===== config.mk =====
export PLATFORM = sky130hd
export DESIGN_NAME = tanimoto_cnt_accum
export DESIGN_NICKNAME = d
export VERILOG_FILES = /design/src/rtl/tanimoto_cnt_accum.sv
export SDC_FILE = /design/constraint.sdc
export NUM_CORES = 1
export LEC_CHECK = 0
export CELL_PAD_IN_SITES_DETAIL_PLACEMENT = 0
export CELL_PAD_IN_SITES_GLOBAL_PLACEMENT = 2
export CORE_MARGIN = 10
export CORE_UTILIZATION = 39
export DETAILED_ROUTE_END_ITERATION = 10
export PLACE_DENSITY_LB_ADDON = 0.1
export SYNTH_ARGS = -nofsm -noshare
export SYNTH_HDL_FRONTEND = slang
export SYNTH_SLANG_ARGS = --single-unit

===== constraint.sdc =====
create_clock -name clk -period 14.6 [get_ports clk]
set_input_delay 1.46 -clock clk [delete_from_list [all_inputs] [get_ports clk]]
set_output_delay 1.46 -clock clk [all_outputs]
set_load 0.05 [all_outputs]

===== src/rtl/tanimoto_cnt_accum.sv =====
// tanimoto_cnt_accum: pipelined two-operand popcount accumulator.
// Counts |A&B| and |A|B| per input word, accumulates both over a multi-word
// vector, and queues finished vector results in a small FWFT FIFO. Input
// backpressure is credit based, so a finished vector always has a FIFO slot.
module tanimoto_cnt_accum #(
  parameter int VECTOR_WIDTH   = 160,
  parameter int GRANULE_WIDTH  = 6,
  parameter int OUTPUT_WIDTH   = 16,
  parameter int OUT_FIFO_DEPTH = 4
) (
  input  logic                    clk,
  input  logic                    rst,
  input  logic [VECTOR_WIDTH-1:0] i_VecA,
  input  logic [VECTOR_WIDTH-1:0] i_VecB,
  input  logic                    i_Valid,
  input  logic                    i_LastWordOfVector,
  output logic                    o_Ready,
  output logic [OUTPUT_WIDTH-1:0] o_CntAnd,
  output logic [OUTPUT_WIDTH-1:0] o_CntOr,
  output logic                    o_Sat,
  output logic                    o_Valid,
  input  logic                    i_Ready
);

  // The last granule may be narrower; the operand words are zero-padded up to
  // a whole number of granules so every granule is counted the same way.
  localparam int NumGran  = (VECTOR_WIDTH + GRANULE_WIDTH - 1) / GRANULE_WIDTH;
  localparam int PadWidth = NumGran * GRANULE_WIDTH;
  localparam int GranCntW = $clog2(GRANULE_WIDTH + 1);
  localparam int WordCntW = $clog2(VECTOR_WIDTH + 1);
  localparam int SumW     = ((OUTPUT_WIDTH > WordCntW) ? OUTPUT_WIDTH : WordCntW) + 1;
  localparam int PtrW     = $clog2(OUT_FIFO_DEPTH);
  localparam int CntW     = $clog2(OUT_FIFO_DEPTH + 1);

  // ---------------------------------------------------------------------------
  // Input acceptance
  // ---------------------------------------------------------------------------
  logic accept;
  assign accept = i_Valid & o_Ready;

  // ---------------------------------------------------------------------------
  // Stage 1: per-granule popcounts
  // ---------------------------------------------------------------------------
  logic [PadWidth-1:0]                   andPad;
  logic [PadWidth-1:0]                   orPad;
  logic [NumGran-1:0][GranCntW-1:0]      s1And_d;
  logic [NumGran-1:0][GranCntW-1:0]      s1Or_d;
  logic [NumGran-1:0][GranCntW-1:0]      s1And_q;
  logic [NumGran-1:0][GranCntW-1:0]      s1Or_q;
  logic                                  s1Valid_q;
  logic                                  s1Last_q;

  // Count the set bits of A&B and A|B inside each granule of the input word.
  always_comb begin
    andPad                    = '0;
    orPad                     = '0;
    andPad[VECTOR_WIDTH-1:0]  = i_VecA & i_VecB;
    orPad[VECTOR_WIDTH-1:0]   = i_VecA | i_VecB;
    for (int g = 0; g < NumGran; g++) begin
      s1And_d[g] = '0;
      s1Or_d[g]  = '0;
      for (int b = 0; b < GRANULE_WIDTH; b++) begin
        s1And_d[g] = s1And_d[g] + GranCntW'(andPad[g*GRANULE_WIDTH + b]);
        s1Or_d[g]  = s1Or_d[g]  + GranCntW'(orPad[g*GRANULE_WIDTH + b]);
      end
    end
  end

  // Register granule counts for accepted words; tags follow every cycle.
  always_ff @(posedge clk) begin
    if (rst) begin
      s1Valid_q <= 1'b0;
      s1Last_q  <= 1'b0;
      s1And_q   <= '0;
      s1Or_q    <= '0;
    end else begin
      s1Valid_q <= accept;
      s1Last_q  <= accept & i_LastWordOfVector;
      if (accept) begin
        s1And_q <= s1And_d;
        s1Or_q  <= s1Or_d;
      end
    end
  end

  // ---------------------------------------------------------------------------
  // Stage 2: word totals
  // ---------------------------------------------------------------------------
  logic [WordCntW-1:0] s2And_d;
  logic [WordCntW-1:0] s2Or_d;
  logic [WordCntW-1:0] s2And_q;
  logic [WordCntW-1:0] s2Or_q;
  logic                s2Valid_q;
  logic                s2Last_q;

  // Reduce the granule counts to one total per operand combination.
  always_comb begin
    s2And_d = '0;
    s2Or_d  = '0;
    for (int g = 0; g < NumGran; g++) begin
      s2And_d = s2And_d + WordCntW'(s1And_q[g]);
      s2Or_d  = s2Or_d  + WordCntW'(s1Or_q[g]);
    end
  end

  // Register the word totals together with their tags.
  always_ff @(posedge clk) begin
    if (rst) begin
      s2Valid_q <= 1'b0;
      s2Last_q  <= 1'b0;
      s2And_q   <= '0;
      s2Or_q    <= '0;
    end else begin
      s2Valid_q <= s1Valid_q;
      s2Last_q  <= s1Last_q;
      if (s1Valid_q) begin
        s2And_q <= s2And_d;
        s2Or_q  <= s2Or_d;
      end
    end
  end

  // ---------------------------------------------------------------------------
  // Stage 3: saturating accumulation
  // ---------------------------------------------------------------------------
  logic [OUTPUT_WIDTH-1:0] accAnd_q;
  logic [OUTPUT_WIDTH-1:0] accOr_q;
  logic                    sat_q;
  logic [OUTPUT_WIDTH-1:0] accAnd_d;
  logic [OUTPUT_WIDTH-1:0] accOr_d;
  logic                    sat_d;
  logic [SumW-1:0]         sumAnd;
  logic [SumW-1:0]         sumOr;
  logic                    ovfAnd;
  logic                    ovfOr;
  logic [OUTPUT_WIDTH-1:0] clampAnd;
  logic [OUTPUT_WIDTH-1:0] clampOr;
  logic                    satNew;
  logic                    push;

  // Add the word totals to the running sums, clamp on overflow, and either
  // keep accumulating or hand the finished vector to the FIFO.
  always_comb begin
    sumAnd   = SumW'(accAnd_q) + SumW'(s2And_q);
    sumOr    = SumW'(accOr_q)  + SumW'(s2Or_q);
    ovfAnd   = |sumAnd[SumW-1:OUTPUT_WIDTH];
    ovfOr    = |sumOr[SumW-1:OUTPUT_WIDTH];
    clampAnd = ovfAnd ? '1 : sumAnd[OUTPUT_WIDTH-1:0];
    clampOr  = ovfOr  ? '1 : sumOr[OUTPUT_WIDTH-1:0];
    satNew   = sat_q | ovfAnd | ovfOr;
    push     = s2Valid_q & s2Last_q;
    accAnd_d = accAnd_q;
    accOr_d  = accOr_q;
    sat_d    = sat_q;
    if (s2Valid_q) begin
      if (s2Last_q) begin
        accAnd_d = '0;
        accOr_d  = '0;
        sat_d    = 1'b0;
      end else begin
        accAnd_d = clampAnd;
        accOr_d  = clampOr;
        sat_d    = satNew;
      end
    end
  end

  // Accumulator and sticky saturation state.
  always_ff @(posedge clk) begin
    if (rst) begin
      accAnd_q <= '0;
      accOr_q  <= '0;
      sat_q    <= 1'b0;
    end else begin
      accAnd_q <= accAnd_d;
      accOr_q  <= accOr_d;
      sat_q    <= sat_d;
    end
  end

  // ---------------------------------------------------------------------------
  // Result FIFO (first-word-fall-through)
  // ---------------------------------------------------------------------------
  logic [OUTPUT_WIDTH-1:0] memAnd_q [OUT_FIFO_DEPTH];
  logic [OUTPUT_WIDTH-1:0] memOr_q  [OUT_FIFO_DEPTH];
  logic                    memSat_q [OUT_FIFO_DEPTH];
  logic [PtrW-1:0]         wrPtr_q;
  logic [PtrW-1:0]         rdPtr_q;
  logic [CntW-1:0]         count_q;
  logic [PtrW-1:0]         wrPtr_d;
  logic [PtrW-1:0]         rdPtr_d;
  logic [CntW-1:0]         count_d;
  logic                    pop;

  // The head is only presented outside reset; an empty FIFO reads as zero.
  assign o_Valid  = !rst && (count_q != '0);
  assign pop      = o_Valid & i_Ready;
  assign o_CntAnd = o_Valid ? memAnd_q[rdPtr_q] : '0;
  assign o_CntOr  = o_Valid ? memOr_q[rdPtr_q]  : '0;
  assign o_Sat    = o_Valid ? memSat_q[rdPtr_q] : 1'b0;

  // Pointer and occupancy bookkeeping; the depth need not be a power of two.
  always_comb begin
    wrPtr_d = wrPtr_q;
    rdPtr_d = rdPtr_q;
    count_d = count_q;
    if (push) begin
      wrPtr_d = (wrPtr_q == PtrW'(OUT_FIFO_DEPTH - 1)) ? '0 : wrPtr_q + PtrW'(1);
    end
    if (pop) begin
      rdPtr_d = (rdPtr_q == PtrW'(OUT_FIFO_DEPTH - 1)) ? '0 : rdPtr_q + PtrW'(1);
    end
    if (push && !pop) begin
      count_d = count_q + CntW'(1);
    end else if (pop && !push) begin
      count_d = count_q - CntW'(1);
    end
  end

  // FIFO control registers.
  always_ff @(posedge clk) begin
    if (rst) begin
      wrPtr_q <= '0;
      rdPtr_q <= '0;
      count_q <= '0;
    end else begin
      wrPtr_q <= wrPtr_d;
      rdPtr_q <= rdPtr_d;
      count_q <= count_d;
    end
  end

  // FIFO storage; contents are don't-care until written, so no reset needed.
  always_ff @(posedge clk) begin
    if (push) begin
      memAnd_q[wrPtr_q] <= clampAnd;
      memOr_q[wrPtr_q]  <= clampOr;
      memSat_q[wrPtr_q] <= satNew;
    end
  end

  // ---------------------------------------------------------------------------
  // Credit-based input backpressure
  // ---------------------------------------------------------------------------
  // Every vector end already in S1/S2 has a reserved FIFO slot, so a new word
  // is only taken while reserved plus occupied slots leave room for one more.
  logic [CntW:0] inFlight;

  assign inFlight = (CntW+1)'(count_q)
                  + (CntW+1)'(s1Valid_q & s1Last_q)
                  + (CntW+1)'(s2Valid_q & s2Last_q);
  assign o_Ready  = !rst && (inFlight < (CntW+1)'(OUT_FIFO_DEPTH));

endmodule


Word-level counts from Yosys, hierarchy flattened
Memories as Yosys holds them, arrays and structs flattened. A register that Yosys moved wholly into a read port is not among the register bits. Index checks and enable logic that the tools add are counted.

Register bits: 222. Memory bits (writable): 132. Memories: 3.

Memories: memAnd_q (words 4, bits a word 16, rd ports 1, clocked after Yosys merged registers in 1, write ports 1, line 184) `logic [OUTPUT_WIDTH-1:0] memAnd_q [OUT_FIFO_DEPTH];`; memOr_q (words 4, bits a word 16, rd ports 1, clocked after Yosys merged registers in 1, write ports 1, line 185) `logic [OUTPUT_WIDTH-1:0] memOr_q [OUT_FIFO_DEPTH];`; memSat_q (words 4, bits a word 1, rd ports 1, clocked after Yosys merged registers in 1, write ports 1, line 186) `logic memSat_q [OUT_FIFO_DEPTH];`.

Add/subtract/negate cells: 326. Order comparisons: 1. Equality and inequality tests: 2. Multiplexer cells: 20. Bitwise operators: 10. Reductions and logical operators: 9.

Operators by type and width (count): 3-bit by 1-bit adder with 3-bit output (158); 8-bit by 3-bit adder with 8-bit output (42); 2-bit by 1-bit adder with 3-bit output (54); 160-bit AND (1); 160-bit bitwise OR (1); 1-bit by 1-bit adder with 2-bit output (54); 16-bit 2-to-1 mux (6); 16-bit by 8-bit adder with 17-bit output (2); 7-bit by 3-bit adder with 8-bit output (2); 2-bit 2-to-1 mux (8); 6-bit by 3-bit adder with 7-bit output (2); 5-bit by 3-bit adder with 6-bit output (2); 4-bit by 3-bit adder with 5-bit output (2); 3-bit by 3-bit adder with 4-bit output (2); 1-bit AND (6); 3-bit 2-to-1 mux (2); 2-bit by 1-bit adder with 2-bit output (second input constant) (2); 3-bit by 1-bit adder with 4-bit output (1); 4-bit by 1-bit adder with 4-bit output (1); 2-bit equality test (second input constant) (2); 1-bit logical AND (4); 4-bit by 3-bit less-than comparator with 1-bit output (second input constant) (1); 1-bit 2-to-1 mux (4); 3-bit by 1-bit adder with 3-bit output (second input constant) (1); 5 further kinds (8).

Depth between registers and ports, before layout
Gate-level depths: netlist of the first run.

Depth after elaboration: 26. Gate-level depth with buffers: 22.

Least setup slack after synthesis of the first run
No wires, ideal clock.

Path kind: register -> register. From: reg s1Or_q[1] in the netlist's numbering. To: reg s2Or_q[7]. Setup time: 142 ps. Data arrival time: 5345 ps. Path slack: 9113 ps. Stages on the path, launching flop included: 19. Period minus slack after synthesis: 5487 ps. Cells stage by stage: dfxtp_1 -> inv_1 -> fa_1 -> inv_1 -> fa_1 -> fa_1 -> fa_1 -> fa_1 -> fa_1 -> inv_1 -> fa_1 -> inv_1 -> ha_1 -> fa_1 -> a21o_1 -> a21oi_1 -> o21ai_0 -> a21oi_1 -> a211oi_1.

Word-level cells in the longest chain between the ends: 26.

RTL lines: start: declaration (line 49) `logic [NumGran-1:0][GranCntW-1:0] s1Or_q;`; start signal: assignment (line 81) `s1Or_q <= s1Or_d;`; 3-bit by 3-bit adder with 4-bit output (line 102) `s2Or_d = s2Or_d + WordCntW'(s1Or_q[g]);`; 4-bit by 3-bit adder with 5-bit output (line 102); 5-bit by 3-bit adder with 6-bit output (line 102); 6-bit by 3-bit adder with 7-bit output (line 102); 7-bit by 3-bit adder with 8-bit output (line 102); 8-bit by 3-bit adder with 8-bit output (21 in a row) (line 102); end signal: assignment (line 118) `s2Or_q <= s2Or_d;`; end: declaration (line 92) `logic [WordCntW-1:0] s2Or_q;`.

Every way passes these cells. A chain may end at the register's enable or synchronous reset.

Worst setup path in the final report of the first run
Ends and elaborated chain as after synthesis.

==> results.sh, run 1 <==
export IMPL_timing_rr_start="s1Or_q[1]"
export IMPL_yosysUniqueCellTypes=63
export IMPL_clk_pin_slew_worst_paths_ps=60
export IMPL_path_class="reg2reg"
export IMPL_clock_sinks=356
export IMPL_critPathLaunchType="flop"
export IMPL_leakage_uw=0.0129
export IMPL_relSlewSlack_pct=23.0
export IMPL_core_area_mm2=0.0630
export IMPL_max_freq_mhz=173
export IMPL_r2r_end="s2Or_q[7]"
export IMPL_routed_wl_um=62500
export IMPL_cp_end_kind="flop"
export IMPL_hold_class="reg2reg"
export IMPL_n_fill_cell=5860
export IMPL_post_route_min_period_ps=5760
export IMPL_finClkSkew_ps=19.4
export IMPL_power_density_mw_per_mm2=220
export IMPL_rrSetupSlack_ps=8840
export IMPL_via_count=16700
export IMPL_cp_arrival_ps=6150
export IMPL_design_die_area_mm2=0.0740
export IMPL_fin_setup_tns_ps=0
export IMPL_netlist_instances=2370
export IMPL_cap_violations=0
export IMPL_clock_path_buffers=3
export IMPL_hold_depth=1
export IMPL_outcome="complete, no violations"
export IMPL_synth_edf_count=132
export IMPL_cp_max_fo=2
export IMPL_ios=360
export IMPL_syn_area_per_cell_um2=10.5
export IMPL_drt_iter0_drc=837
export IMPL_io_buffers=359
export IMPL_insertion_delay_ps=560
export IMPL_fin_nets=3442
export IMPL_root_buffer="clkbuf_16"
export IMPL_setup_violations_final=0
export IMPL_drc=0
export IMPL_whs_endpoint="accAnd_q[5]"
export IMPL_netlist_area_mm2=0.0248
export IMPL_grt_pass1_wl_um=100000
export IMPL_critPathRequiredTime_ps=14980
export IMPL_via_per_inst=4.69
export IMPL_yosysSeqAreaShare_pct=34.1
export IMPL_die_y_um=272
export IMPL_drt_pass1_iter_count=5
export IMPL_area_growth_pct=23.0
export IMPL_dp_slack_ps=8820
export IMPL_routedWlPerCell_um=17.5
export IMPL_r2r_cells=18
export IMPL_die_w_um=272
export IMPL_min_period_over_period_pct=39.5
export IMPL_synthFlopType="dfxtp_1"
export IMPL_hold_violations=0
export IMPL_post_route_util_pct=48.4
export IMPL_cts_htree_levels=2
export IMPL_syn_nets=3119
export IMPL_antenna_found_initial=2
export IMPL_synth_seq_cells=356
export IMPL_ys_warnings_count=0
export IMPL_numCtsBuffers=41
export IMPL_async_reset_ff_share_pct=0
export IMPL_drive_gt1_share_pct=8.81
export IMPL_cts_hold_fix_buffers=0
export IMPL_cts_resized_gates=0
export IMPL_postCtsSetupBuffers=0
export IMPL_ir_drop_mv=0.856
export IMPL_initial_utilization_pct=39.4
export IMPL_grt_max_degree=167
export IMPL_layout_setup_ws_ps=8840
export IMPL_grt_overflow_total=0
export IMPL_grt_setup_unrepaired="no"
export IMPL_finalMaxSlewViolations=0
export IMPL_gp_congestion=0.787
export IMPL_num_rows=92
export IMPL_grt_use_total_pct=17.0
export IMPL_tightestPinTransition_ps=1150
export IMPL_hpwl_um=50200
export IMPL_cts_tree="built"
export IMPL_ant_nets=0
export IMPL_min_from="accAnd_q[5]"
export IMPL_grt_pass1_vias=18500
final cells by class:
type | count | area (um2) | area share (%)
antenna | 2 | 5.00 | 0.0164
clock buffer | 55 | 1150 | 3.78
clock inverter | 19 | 169 | 0.554
inverter | 367 | 1390 | 4.54
multi-input combinational | 1559 | 14600 | 47.9
sequential | 356 | 8450 | 27.7
tap | 846 | 1060 | 3.47
timing repair buffer | 368 | 3660 | 12.0
where the power goes:
part / switching, uW / total [uW] / internal [uW]
clock: 421 / 1010 / 592
sequential: 48.0 / 1160 / 1120
combinational: 2490 / 4520 / 2030
total: 2960 / 6690 / 3740
per-stage QoR:
step / instances / power, uW / instance area [um2] / hold WS (ps)
after floorplan: 2370 / 4660 / 24800 / 439
after global placement: 3496 / 5700 / 29200 / 461
after detailed placement: 3496 / 5780 / 29200 / 469
after CTS: 3570 / 6840 / 30500 / 483
after global routing: 3572 / 7580 / 30500 / 504
final: 3572 / 6690 / 30500 / 483
logic make-up (layout without fill, tap and decap cells):
family,count (synthesis),in the layout,synth area share [%]
xor gates and xnor gates,24,24,0.848
DFF,356,356,34.1
muxes,53,53,3.83
and+or+nand+nor,851,851,17.5
adders and majority gates,424,424,30.9
AOI/OAI and AO/OA,207,207,5.74
other,0,2,0
buffers and inverters,455,809,7.06
layer usage:
layer,track usage [%],vias up,wire (um)
li1,-,8264,-
met1,20.9,8191,26600
met2,31.1,245,32800
met3,3.05,49,2290
met4,2.91,0,865
met5,0,-,0
cells in the final DEF, fill, tap and decap left out, types with 4 or more instances in the layout:
cell	synthesis	layout
o31ai_1	80	80
a211oi_1	9	9
nand2_1	336	335
mux2i_1	15	15
edfxtp_1	132	132
a22o_1	12	12
dfxtp_1	224	222
and3_2	1	5
fa_1	313	313
clkbuf_16	0	43
nor2b_1	8	8
nor3_1	11	11
mux2_2	5	5
nor2_1	102	101
or2_2	114	114
nand2b_1	9	9
clkinv_2	0	6
o21a_1	6	6
nand3_1	12	12
a31oi_1	10	10
ha_1	111	111
clkinv_4	0	4
and3_1	10	6
nor4_1	4	4
a21o_1	10	10
nand3b_1	85	85
clkbuf_1	55	9
mux4_2	33	33
and2_1	140	140
xnor2_1	14	14
clkdlybuf4s50_1	0	358
xor2_1	10	10
inv_1	366	366
o21ai_0	19	19
a21oi_1	42	42
buf_4	0	9
Yosys cell counts, types with 10 or more instances:
cell type | instances | area, um2
a21o_1 | 10 | 75.1
a21oi_1 | 42 | 210
a22o_1 | 12 | 105
a31oi_1 | 10 | 62.6
and2_1 | 140 | 876
and3_1 | 10 | 62.6
buf_2 | 26 | 130
clkbuf_1 | 55 | 206
dfxtp_1 | 224 | 4480
edfxtp_1 | 132 | 3960
fa_1 | 313 | 6270
ha_1 | 111 | 1390
inv_1 | 366 | 1370
mux2i_1 | 15 | 150
mux4_2 | 33 | 743
nand2_1 | 336 | 1260
nand3_1 | 12 | 60.1
nand3b_1 | 85 | 638
nor2_1 | 102 | 383
nor3_1 | 11 | 55.1
o21ai_0 | 19 | 95.1
o31ai_1 | 80 | 601
or2_2 | 114 | 713
xnor2_1 | 14 | 123
xor2_1 | 10 | 87.6
worst max-delay path by stage:
stage                    from        end  slack (ps)
CTS                 s1Or_q[1]  s2Or_q[7]        8800
detailed placement  s1Or_q[1]  s2Or_q[7]        8820
global route        s1Or_q[1]  s2Or_q[7]        8590
global placement    s1Or_q[1]  s2Or_q[7]        8870
finish              s1Or_q[1]  s2Or_q[7]        8840
floorplan           s1Or_q[1]  s2Or_q[7]        9110
critical path, stage by stage, from the launching register on:
cell      delay [ps]
dfxtp_1          310
inv_1             70
fa_1             540
inv_1             60
fa_1             520
fa_1             530
fa_1             520
fa_1             520
fa_1             550
inv_1             60
fa_1             520
inv_1             40
ha_1             210
fa_1             400
a21o_1           190
a21oi_1          210
o21ai_0          100
a21oi_1          160
a211oi_1          80
state kept, by name, summed over array words and instances (netlist names), named ones only:
| signal | flops |
|---|---|
| accAnd_q | 16 |
| accOr_q | 16 |
| count_q | 3 |
| memAnd_q | 64 |
| memOr_q | 64 |
| memSat_q | 4 |
| rdPtr_q | 2 |
| s1And_q | 81 |
| s1Last_q | 1 |
| s1Or_q | 81 |
| s1Valid_q | 1 |
| s2And_q | 8 |
| s2Last_q | 1 |
| s2Or_q | 8 |
| s2Valid_q | 1 |
| sat_q | 1 |
| wrPtr_q | 2 |
Power figures use the tool's default switching activity.
==> inputs of run 2 (changes only) <==
CORE_UTILIZATION = 32   (was 39)
clock period = 5.3 ns   (was 14.6 ns; I/O delays follow)
==> run 2 against run 1 <==
Effect of this change: the run now ends with negative setup slack left; setup slack got worse by 9000 ps; clock-buffer cell count fell by 1; register-to-register slack got worse by 9000 ps; clock power rose to 3.1 times the previous value; hold slack worse by 19 ps; utilization shrank 7.1 points; sequential share of layout area fell by 0.87 points; sequential power increased to 2.8 times the previous value; global-route usage fell by 1.6 points; total power increased to 3.3 times the previous value; first-iteration DRC count decreased by 13%.
==> results.sh, run 2 (same netlist as run 1, synthesis figures left out) <==
export IMPL_die_y_um=298
export IMPL_final_common_cell="clkdlybuf4s50_1"
export IMPL_cts_htree_levels=2
export IMPL_post_route_util_pct=41.3
export IMPL_tightestPinTransition_ps=1210
export IMPL_fin_setup_tns_ps=-526
export IMPL_via_count=17000
export IMPL_hold_ws_ps=463
export IMPL_stdcell_area_mm2=0.0315
export IMPL_path_class="reg2reg"
export IMPL_finalMaxSlewViolations=0
export IMPL_finClkSkew_ps=22.9
export IMPL_grt_pass1_wl_um=109000
export IMPL_gp_congestion=0.797
export IMPL_hpwl_um=56300
export IMPL_failed_checks="negative setup slack"
export IMPL_largestRegisters="s1And_q x81, s1Or_q x81"
export IMPL_min_period_over_period_pct=104
export IMPL_outcome="finished, violations left"
export IMPL_grt_setup_unrepaired="yes"
export IMPL_leakage_uw=0.0133
export IMPL_die_w_um=298
export IMPL_drt_iter0_drc=731
export IMPL_num_rows=101
export IMPL_max_freq_mhz=182
export IMPL_slowest_delay_ps=590
export IMPL_routed_wl_um=69000
export IMPL_cp_max_fo=2
export IMPL_cp_end_kind="flop"
export IMPL_fin_nets=3511
export IMPL_cap_violations=0
export IMPL_grt_use_total_pct=15.5
export IMPL_ant_nets=0
export IMPL_critPathRequiredTime_ps=5710
export IMPL_grt_pass1_vias=19000
export IMPL_cp_endpoint="s2Or_q[7]"
export IMPL_layout_setup_ws_ps=-189
export IMPL_insertion_delay_ps=580
export IMPL_cp_arrival_ps=5900
export IMPL_grt_max_degree=140
export IMPL_clock_sinks=356
export IMPL_crit_top_cell="fa_1"
export IMPL_design_die_area_mm2=0.0890
export IMPL_clkPwrFrac_pct=14.2
export IMPL_r2r_cells=18
export IMPL_cts_tree="built"
export IMPL_cts_hold_fix_buffers=0
export IMPL_switchingPower_uw=9220
export IMPL_power_density_mw_per_mm2=694
export IMPL_swShare_pct=42.1
export IMPL_drive_gt1_share_pct=13.2
export IMPL_initial_utilization_pct=32.5
export IMPL_relSlewSlack_pct=19.1
export IMPL_setup_violations_final=5
export IMPL_critPathLaunchType="flop"
export IMPL_numCtsBuffers=42
export IMPL_io_buffers=359
export IMPL_final_cell_mix="358 x clkdlybuf4s50_1, 346 x inv_1, 335 x nand2_1"
export IMPL_hold_violations=0
export IMPL_clk_pin_slew_worst_paths_ps=60
export IMPL_cpMaxStageDelayCell="fa_1"
export IMPL_timing_rr_start="s1Or_q[10]"
export IMPL_root_buffer="clkbuf_16"
export IMPL_cp_top_family="adder cells"
export IMPL_rrSetupSlack_ps=-190
export IMPL_ir_drop_mv=1.99
export IMPL_dp_slack_ps=-358
export IMPL_path_cells="inv_2 > fa_1 > inv_2 > fa_2 > fa_1 > fa_1 > fa_1 > fa_1 > inv_1 > fa_1 > inv_1 > ha_2 > fa_2 > a21o_1 > a21oi_2 > o21ai_1 > a21oi_1 > a211oi_1"
export IMPL_post_route_min_period_ps=5490
export IMPL_dpl_cell_area_mm2=0.0299
export IMPL_crit_buf_inv=4
export IMPL_ios=360
export IMPL_clock_path_buffers=3
export IMPL_seq_power_share_pct=14.7
export IMPL_antenna_found_initial=2
export IMPL_area_growth_pct=27.2
export IMPL_hold_class="in2reg"
export IMPL_p_comb_share_pct=71.1
export IMPL_n_fill_cell=7538
export IMPL_drc=0
export IMPL_routedWlPerCell_um=18.0
export IMPL_path_depth=18
export IMPL_cp_startpoint="s1Or_q[10]"
export IMPL_grt_overflow_total=0
export IMPL_drt_pass1_iter_count=4
export IMPL_r2r_end="s2Or_q[7]"
export IMPL_core_area_mm2=0.0763
export IMPL_internal_power_uw=12700
export IMPL_via_per_inst=4.45
==> run 2: cell count changes in the layout (fill, tap and decap cells not counted), sizes merged <==
cell      change
inv           -2
buf          +68
diode         -1
bufinv        +5
clkbuf        -1
clkinv        -5
clkinvlp      +4
==> run 2: how the worst min path moves through the flow <==
stage | start | slack, ps | cells after the start | to
4_1_cts | accOr_q[0] | 480 | 1 | accOr_q[0]
3_5_place_dp | accOr_q[6] | 460 | 1 | accOr_q[6]
5_1_grt | accOr_q[0] | 490 | 1 | accOr_q[0]
6_report | rst | 460 | 2 | count_q[1]
2_1_floorplan | s1Last_q | 440 | 1 | s2Last_q
3_3_place_gp | sat_q | 460 | 2 | sat_q
==> run 2: final cells by class <==
| class | count | area, um2 | share of cell area [%] |
|---|---|---|---|
| diodes | 1 | 2.50 | 0.00794 |
| clock buffers | 54 | 1170 | 3.70 |
| clock inverters | 21 | 318 | 1.01 |
| inverters | 367 | 1390 | 4.39 |
| multi-input cells | 1559 | 14700 | 46.6 |
| flip-flops and latches | 356 | 8470 | 26.9 |
| well taps | 1030 | 1290 | 4.09 |
| repair buffers | 436 | 4210 | 13.3 |
==> run 2: what timing repair did <==
item,CTS,global route
endpoints found under the hold margin,0,0
gates resized for setup,38,19
buffers inserted,3,3
setup endpoints to repair,11,10
pin swaps,64,30
cloned,0,0
==> run 2: per-layer routing <==
layer / routed length, um / global-route usage [%] / share of wire [%] / vias up
met1: 29100 / 18.6 / 42 / 8293
met3: 2490 / 2.47 / 3.6 / 63
met5: 18 / 0 / 0.026 / -
li1: - / - / - / 8391
met2: 36300 / 28.7 / 53 / 251
met4: 995 / 3.04 / 1.4 / 2
==> run 2: through the flow <==
| step | total power [uW] | std cells |
|---|---|---|
| detailed placement | 17600 | 3743 |
| global placement | 17400 | 3743 |
| CTS | 21400 | 3821 |
| finish | 21900 | 3824 |
| floorplan | 13100 | 2370 |
| global route | 24100 | 3824 |
==> run 2: power groups by stage <==
stage | registers [uW] | clock network, uW | logic [uW]
final | 3210 | 3110 | 15600
after detailed placement | 3270 | 0 | 14400
after CTS | 3210 | 3200 | 14900
after global placement | 3260 | 0 | 14100
after global routing | 3240 | 3300 | 17500
after floorplan | 3220 | 0 | 9860
